## config.mk

```make
export PLATFORM = sky130hd
export DESIGN_NAME = bcd_stopwatch_ctrl_flat
export DESIGN_NICKNAME = d
export VERILOG_FILES = /design/src/rtl/bcd_stopwatch_ctrl_if.sv /design/src/rtl/bcd_stopwatch_ctrl.sv /design/src/flat_wrapper.sv
export SDC_FILE = /design/constraint.sdc
export NUM_CORES = 1
export LEC_CHECK = 0
export ABC_AREA = 1
export CORE_ASPECT_RATIO = 0.6
export CORE_MARGIN = 2
export CORE_UTILIZATION = 24
export CTS_CLUSTER_DIAMETER = 60
export DETAILED_ROUTE_END_ITERATION = 7
export GPL_ROUTABILITY_DRIVEN = 0
export SYNTH_ARGS = -nofsm -noshare
export SYNTH_HDL_FRONTEND = slang
export SYNTH_SLANG_ARGS = --single-unit
```

## constraint.sdc

```tcl
create_clock -name clk -period 1.5 [get_ports clk]
set_input_delay 0.225 -clock clk [delete_from_list [all_inputs] [get_ports clk]]
set_output_delay 0.225 -clock clk [all_outputs]
set_load 0.1 [all_outputs]
```

## src/rtl/bcd_stopwatch_ctrl_if.sv

```systemverilog
// ---------------------------------------------------------------------------
// bcd_stopwatch_ctrl_if
//   Bundles the signals between the stopwatch controller, the button logic,
//   the cascaded BCD counter and the 7-segment display path.
//
//   Button side (single-cycle, already synchronised pulses):
//     start_stop, lap, clear
//   Counter side:
//     digit_001/010/100  live counter digits into the controller
//     sync_clr           registered synchronous clear to the counter
//     count_enable       increment request to the counter units digit
//   Display / status side:
//     disp_001/010/100   registered display digits
//     running, lap_active, overflow   state flags
//
//   Modports:
//     slave  - the controller itself
//     master - the surrounding system (buttons, counter, display)
// ---------------------------------------------------------------------------
interface bcd_stopwatch_ctrl_if;
    logic       start_stop;
    logic       lap;
    logic       clear;
    logic [3:0] digit_001;
    logic [3:0] digit_010;
    logic [3:0] digit_100;
    logic       sync_clr;
    logic       count_enable;
    logic [3:0] disp_001;
    logic [3:0] disp_010;
    logic [3:0] disp_100;
    logic       running;
    logic       lap_active;
    logic       overflow;

    modport slave (
        input  start_stop, lap, clear,
        input  digit_001, digit_010, digit_100,
        output sync_clr, count_enable,
        output disp_001, disp_010, disp_100,
        output running, lap_active, overflow
    );

    modport master (
        output start_stop, lap, clear,
        output digit_001, digit_010, digit_100,
        input  sync_clr, count_enable,
        input  disp_001, disp_010, disp_100,
        input  running, lap_active, overflow
    );
endinterface

```

## src/rtl/bcd_stopwatch_ctrl.sv

```systemverilog
// ---------------------------------------------------------------------------
// bcd_stopwatch_ctrl
//   Controller for a 3-digit cascaded BCD counter (000-999) used as a
//   stopwatch / event timer. Generates the counter's synchronous clear and
//   count enable, divides clk down to the count rate, and handles
//   start/stop, lap-freeze, clear and hold-at-999 overflow.
//
//   Parameters:
//     TICK_DIV  clk cycles per count (>= 1)
//
//   Ports:
//     clk      system clock, rising edge
//     reset_n  asynchronous active-low reset
//     sw       controller side (slave modport) of bcd_stopwatch_ctrl_if
// ---------------------------------------------------------------------------
module bcd_stopwatch_ctrl #(
    parameter int TICK_DIV = 4
) (
    input  logic                  clk,
    input  logic                  reset_n,
    bcd_stopwatch_ctrl_if.slave   sw
);

    localparam int              PW         = (TICK_DIV > 1) ? $clog2(TICK_DIV) : 1;
    localparam logic [PW-1:0]   PRESC_LAST = PW'(TICK_DIV - 1);

    typedef enum logic [2:0] {
        ST_IDLE,
        ST_RUNNING,
        ST_PAUSED,
        ST_LAP,
        ST_OVFL
    } state_e;

    state_e        state_q,    state_d;
    logic [PW-1:0] presc_q,    presc_d;
    logic [3:0]    lap_001_q,  lap_001_d;
    logic [3:0]    lap_010_q,  lap_010_d;
    logic [3:0]    lap_100_q,  lap_100_d;
    logic          sync_clr_q, sync_clr_d;
    logic [3:0]    disp_001_q, disp_001_d;
    logic [3:0]    disp_010_q, disp_010_d;
    logic [3:0]    disp_100_q, disp_100_d;

    logic counting;
    logic period_end;
    logic at_max;

    assign counting   = (state_q == ST_RUNNING) || (state_q == ST_LAP);
    assign period_end = counting && (presc_q == PRESC_LAST);
    assign at_max     = (sw.digit_100 == 4'd9) && (sw.digit_010 == 4'd9) &&
                        (sw.digit_001 == 4'd9);

    // Next-state logic. Clear beats everything; reaching the end of a count
    // period at 999 goes to OVFL before buttons are considered so the counter
    // can never be asked to roll over; then start_stop beats lap.
    always_comb begin
        state_d    = state_q;
        presc_d    = presc_q;
        lap_001_d  = lap_001_q;
        lap_010_d  = lap_010_q;
        lap_100_d  = lap_100_q;
        sync_clr_d = sw.clear;

        // Prescaler runs only while counting; it holds across a pause so a
        // resume finishes the partially elapsed period.
        if (counting) begin
            presc_d = (presc_q == PRESC_LAST) ? '0 : presc_q + PW'(1);
        end

        if (sw.clear) begin
            state_d = ST_IDLE;
            presc_d = '0;
        end else if (period_end && at_max) begin
            state_d = ST_OVFL;
        end else if (sw.start_stop) begin
            unique case (state_q)
                ST_IDLE:    state_d = ST_RUNNING;
                ST_RUNNING: state_d = ST_PAUSED;
                ST_PAUSED:  state_d = ST_RUNNING;
                ST_LAP:     state_d = ST_PAUSED;
                default:    state_d = state_q;
            endcase
        end else if (sw.lap) begin
            if (state_q == ST_RUNNING) begin
                state_d   = ST_LAP;
                lap_001_d = sw.digit_001;
                lap_010_d = sw.digit_010;
                lap_100_d = sw.digit_100;
            end else if (state_q == ST_LAP) begin
                state_d = ST_RUNNING;
            end
        end
    end

    // Display follows the live digits one cycle late, or shows the captured
    // lap value while frozen.
    always_comb begin
        disp_001_d = sw.digit_001;
        disp_010_d = sw.digit_010;
        disp_100_d = sw.digit_100;
        if (state_q == ST_LAP) begin
            disp_001_d = lap_001_q;
            disp_010_d = lap_010_q;
            disp_100_d = lap_100_q;
        end
    end

    // sync_clr resets to 1 so the counter is held clear while reset is active.
    always_ff @(posedge clk or negedge reset_n) begin
        if (!reset_n) begin
            state_q    <= ST_IDLE;
            presc_q    <= '0;
            lap_001_q  <= '0;
            lap_010_q  <= '0;
            lap_100_q  <= '0;
            sync_clr_q <= 1'b1;
            disp_001_q <= '0;
            disp_010_q <= '0;
            disp_100_q <= '0;
        end else begin
            state_q    <= state_d;
            presc_q    <= presc_d;
            lap_001_q  <= lap_001_d;
            lap_010_q  <= lap_010_d;
            lap_100_q  <= lap_100_d;
            sync_clr_q <= sync_clr_d;
            disp_001_q <= disp_001_d;
            disp_010_q <= disp_010_d;
            disp_100_q <= disp_100_d;
        end
    end

    assign sw.sync_clr     = sync_clr_q;
    assign sw.count_enable = period_end && !at_max;
    assign sw.disp_001     = disp_001_q;
    assign sw.disp_010     = disp_010_q;
    assign sw.disp_100     = disp_100_q;
    assign sw.running      = counting;
    assign sw.lap_active   = (state_q == ST_LAP);
    assign sw.overflow     = (state_q == ST_OVFL);

endmodule

```

## src/flat_wrapper.sv

```systemverilog
// flat-port wrapper written by rule: the top's interface ports become plain ports
module bcd_stopwatch_ctrl_flat 
#(
    parameter int TICK_DIV = 4
)
  (clk, reset_n, sw_start_stop, sw_lap, sw_clear, sw_digit_001, sw_digit_010, sw_digit_100, sw_sync_clr, sw_count_enable, sw_disp_001, sw_disp_010, sw_disp_100, sw_running, sw_lap_active, sw_overflow);
  bcd_stopwatch_ctrl_if sw_i ();
  input  logic clk;
  input  logic reset_n;
  input wire logic [$bits(sw_i.start_stop)-1:0] sw_start_stop;
  input wire logic [$bits(sw_i.lap)-1:0] sw_lap;
  input wire logic [$bits(sw_i.clear)-1:0] sw_clear;
  input wire logic [$bits(sw_i.digit_001)-1:0] sw_digit_001;
  input wire logic [$bits(sw_i.digit_010)-1:0] sw_digit_010;
  input wire logic [$bits(sw_i.digit_100)-1:0] sw_digit_100;
  output wire logic [$bits(sw_i.sync_clr)-1:0] sw_sync_clr;
  output wire logic [$bits(sw_i.count_enable)-1:0] sw_count_enable;
  output wire logic [$bits(sw_i.disp_001)-1:0] sw_disp_001;
  output wire logic [$bits(sw_i.disp_010)-1:0] sw_disp_010;
  output wire logic [$bits(sw_i.disp_100)-1:0] sw_disp_100;
  output wire logic [$bits(sw_i.running)-1:0] sw_running;
  output wire logic [$bits(sw_i.lap_active)-1:0] sw_lap_active;
  output wire logic [$bits(sw_i.overflow)-1:0] sw_overflow;
  assign sw_i.start_stop = sw_start_stop;
  assign sw_i.lap = sw_lap;
  assign sw_i.clear = sw_clear;
  assign sw_i.digit_001 = sw_digit_001;
  assign sw_i.digit_010 = sw_digit_010;
  assign sw_i.digit_100 = sw_digit_100;
  assign sw_sync_clr = sw_i.sync_clr;
  assign sw_count_enable = sw_i.count_enable;
  assign sw_disp_001 = sw_i.disp_001;
  assign sw_disp_010 = sw_i.disp_010;
  assign sw_disp_100 = sw_i.disp_100;
  assign sw_running = sw_i.running;
  assign sw_lap_active = sw_i.lap_active;
  assign sw_overflow = sw_i.overflow;
  bcd_stopwatch_ctrl #(.TICK_DIV(TICK_DIV)) u_core (.clk(clk), .reset_n(reset_n), .sw(sw_i));
endmodule
```

==> out/metrics.cfg <==
[global_routing]
antenna_found_initial=0
overflow=0
grt_usage_pct=12.5
first_global_vias=1265
grt_max_degree=31
grt_pass1_wl_um=6100

[worst_setup_path]
path_max_fanout=3
cp_top_family=flip-flops
path_depth=7
reg2reg_depth=9
crit_end=sw_count_enable
crit_start=u_core.state_q[0]
worstPathRequired_ps=1270
cp_common_cell=nor2_4
critPathMaxStageDelay_ps=370
cpMaxStageDelayCell=dfrtp_1
cp_cell_sequence=inv_2, nor2_4, inv_4, nor2_4, nand2_2, clkinvlp_4, buf_12
crit_buf_inv=4
crit_type=flop to output port
worstSetupStartpointType=flop
reg2reg_to=u_core.lap_001_q[0]
critPathCaptureType=output port
r2r_start=u_core.state_q[0]
rrSetupSlack_ps=80
arrival_ps=1320

[logic_synthesis]
syn_area_um2=1370
synth_cell_types=23
synth_nets=175
synth.yosys.seq_area_share_pct=54.8
avgSynthCellArea_um2=8.74
ys_ff_latch=30
ys.warnings.count=0
syn_inst=157

[hold_path]
hold_class=input pin to flop

[floorplanning]
fp.coreArea_um2=5540
die_h_um=62.6
die_area_um2=6360
start_util_pct=24.8
rows=21
die_w_um=102
io_pins=34

[finish]
antenna_cells=0
finalNetCount=239
syn2layout_area_growth_pct=70.9
finalInstanceArea_um2=2350
fin_util_pct=42.3
drive_gt1_share_pct=38.3
fin_cells=302

[timing]
setup_slack_ps=-41.4
period_minus_slack_ps=1540
setup_tns_ps=-63.8
finalCritPeriodShare_pct=103
worst_slew_pin_slew_ps=292
report.final.slew_viol_count=0
timing.fmax_mhz=649
maxSlewHeadroom_pct=80.5
hold_violations=0
rsz0062_at_grt=yes
skew_ps=9.34
setup_viol=2

[route]
drtAntennaViolNets=0
vias_per_cell=4.08
vias=1231
post-route-drc-count=0
wl_per_cell_um=11.7
wirelength_um=3540
first_pass_iters=4
first_iter_violations=40

[clock_network]
htree_num_levels=2
root_buffer=clkbuf_8
clk-insertion-delay-late_ps=280
cts_buffers=5
clk_path_buf_depth=2
cts_tree=done
clkTransAtPathRegs_ps=70
holdBufCountCts=0
clkSinkCount=30

[pwr]
p_per_area_nw_per_um2=1070
p_leak_nw=1.15
ir_worst_vdd_uv=427

[placed_design]
dpl.cell_count=288
hpwl_um=2510
placed_area_um2=2150
place_ws_ps=-224
port_buffers=33

[run]
drv_cap=0

[status]
status=finished with violations
violations=setup timing

synth_stat cells:
cell type / instances / area share (%)
nand2_1: 53 / 14
dfrtp_1: 29 / 53
nand3_1: 15 / 5.5
inv_1: 14 / 3.8
nand2_2: 11 / 5.0
nor2_1: 10 / 2.7
o21ai_0: 5 / 1.8
buf_4: 2 / 1.1
nand4_1: 2 / 0.91
nor2_4: 2 / 1.6
o211ai_1: 2 / 1.1
a21oi_1: 1 / 0.36
buf_2: 1 / 0.36
buf_6: 1 / 0.82
dfstp_2: 1 / 1.9
ha_1: 1 / 0.91
inv_2: 1 / 0.27
inv_4: 1 / 0.46
nand3_4: 1 / 1.3
nor2_2: 1 / 0.46
nor3_1: 1 / 0.36
nor3_4: 1 / 1.2
xor2_1: 1 / 0.64
per-stage QoR:
step	power (mW)	hold WS, ps
floorplan	1.40	-70.6
global placement	1.68	458
detailed placement	1.70	467
CTS	2.53	316
global route	2.64	317
finish	2.52	304
cells in the final DEF, fill, tap and decap left out:
master / count
a21oi_2: 1
buf_12: 19
buf_4: 21
buf_6: 5
bufinv_16: 1
clkbuf_8: 5
clkdlybuf4s50_1: 5
clkinv_2: 2
clkinvlp_4: 1
dfrtp_1: 29
dfstp_2: 1
dlygate4sd2_1: 10
dlymetal6s2s_1: 1
ha_2: 1
inv_1: 10
inv_2: 4
inv_4: 1
nand2_1: 50
nand2_2: 12
nand2_4: 2
nand3_1: 15
nand3_4: 1
nand4_1: 2
nor2_1: 7
nor2_2: 3
nor2_4: 3
nor3_4: 2
o211ai_1: 2
o21ai_0: 5
xor2_1: 1
metal layers:
metal | GRT usage (%) | vias up | share of wire, %
met5 | 0 | - | 0
met4 | 3.55 | 0 | 0.79
met3 | 4.14 | 5 | 5.5
met2 | 17.9 | 31 | 44
met1 | 17.9 | 580 | 50
li1 | - | 615 | -
how the worst min path moves through the flow:
stage,from,endpoint,slack [ps],cells past startpoint
global route,reset_n,u_core.presc_q[1],320,2
finish,sw_digit_100[2],u_core.sw.disp_100[2],300,4
CTS,reset_n,u_core.lap_001_q[1],320,2
global placement,u_core.lap_100_q[1],u_core.lap_100_q[1],460,2
detailed placement,u_core.lap_001_q[3],u_core.lap_001_q[3],470,2
floorplan,reset_n,u_core.lap_001_q[0],-70,0
state kept, by name (all words and copies together) (netlist names):
name,count
u_core.lap_001_q,4
u_core.state_q,3
u_core.sw.disp_100,4
u_core.lap_100_q,4
u_core.sw.sync_clr,1
u_core.presc_q,2
u_core.sw.disp_001,4
u_core.sw.disp_010,4
u_core.lap_010_q,4
worst register-to-register path, cell delays in order (launching register included):
cell and delay [ps]:
dfrtp_1 370, inv_2 60, nor2_4 130, inv_4 60, buf_4 150, nor3_4 180, nand2_4 100, buf_12 150
nand2_2 50, nand2_1 50
layout make-up:
type,instances,area [µm²]
Tap cell,80,100
Fill cell,546,3200
Clock buffer,5,68.8
Sequential cell,30,752
Clock inverter,3,40.0
Inverter,16,66.3
Timing Repair Buffer,61,744
Multi-Input combinational cell,107,574
power by group:
part | internal (mW) | total (mW) | switching (mW)
clock | 0.489 | 0.814 | 0.326
combinational | 0.276 | 0.677 | 0.401
sequential | 0.936 | 1.03 | 0.0913
total | 1.70 | 2.52 | 0.818
kinds of logic (layout without fill, tap and decap cells):
group,count (synthesis),count (layout),synth area share (%)
AOI/OAI and AO/OA,8,8,3.28
adders and majority gates,1,1,0.911
and+or+nand+nor,97,97,33.5
DFF,30,30,54.8
buffers and inverters,20,85,6.84
xor gates and xnor gates,1,1,0.638
what timing repair did:
action / CTS / global route
resized for setup: 17 / 11
pin swaps: 8 / 9
setup buffers: 6 / 1
endpoints found under the setup margin: 2 / 12
(Power assumes the default switching activity.)
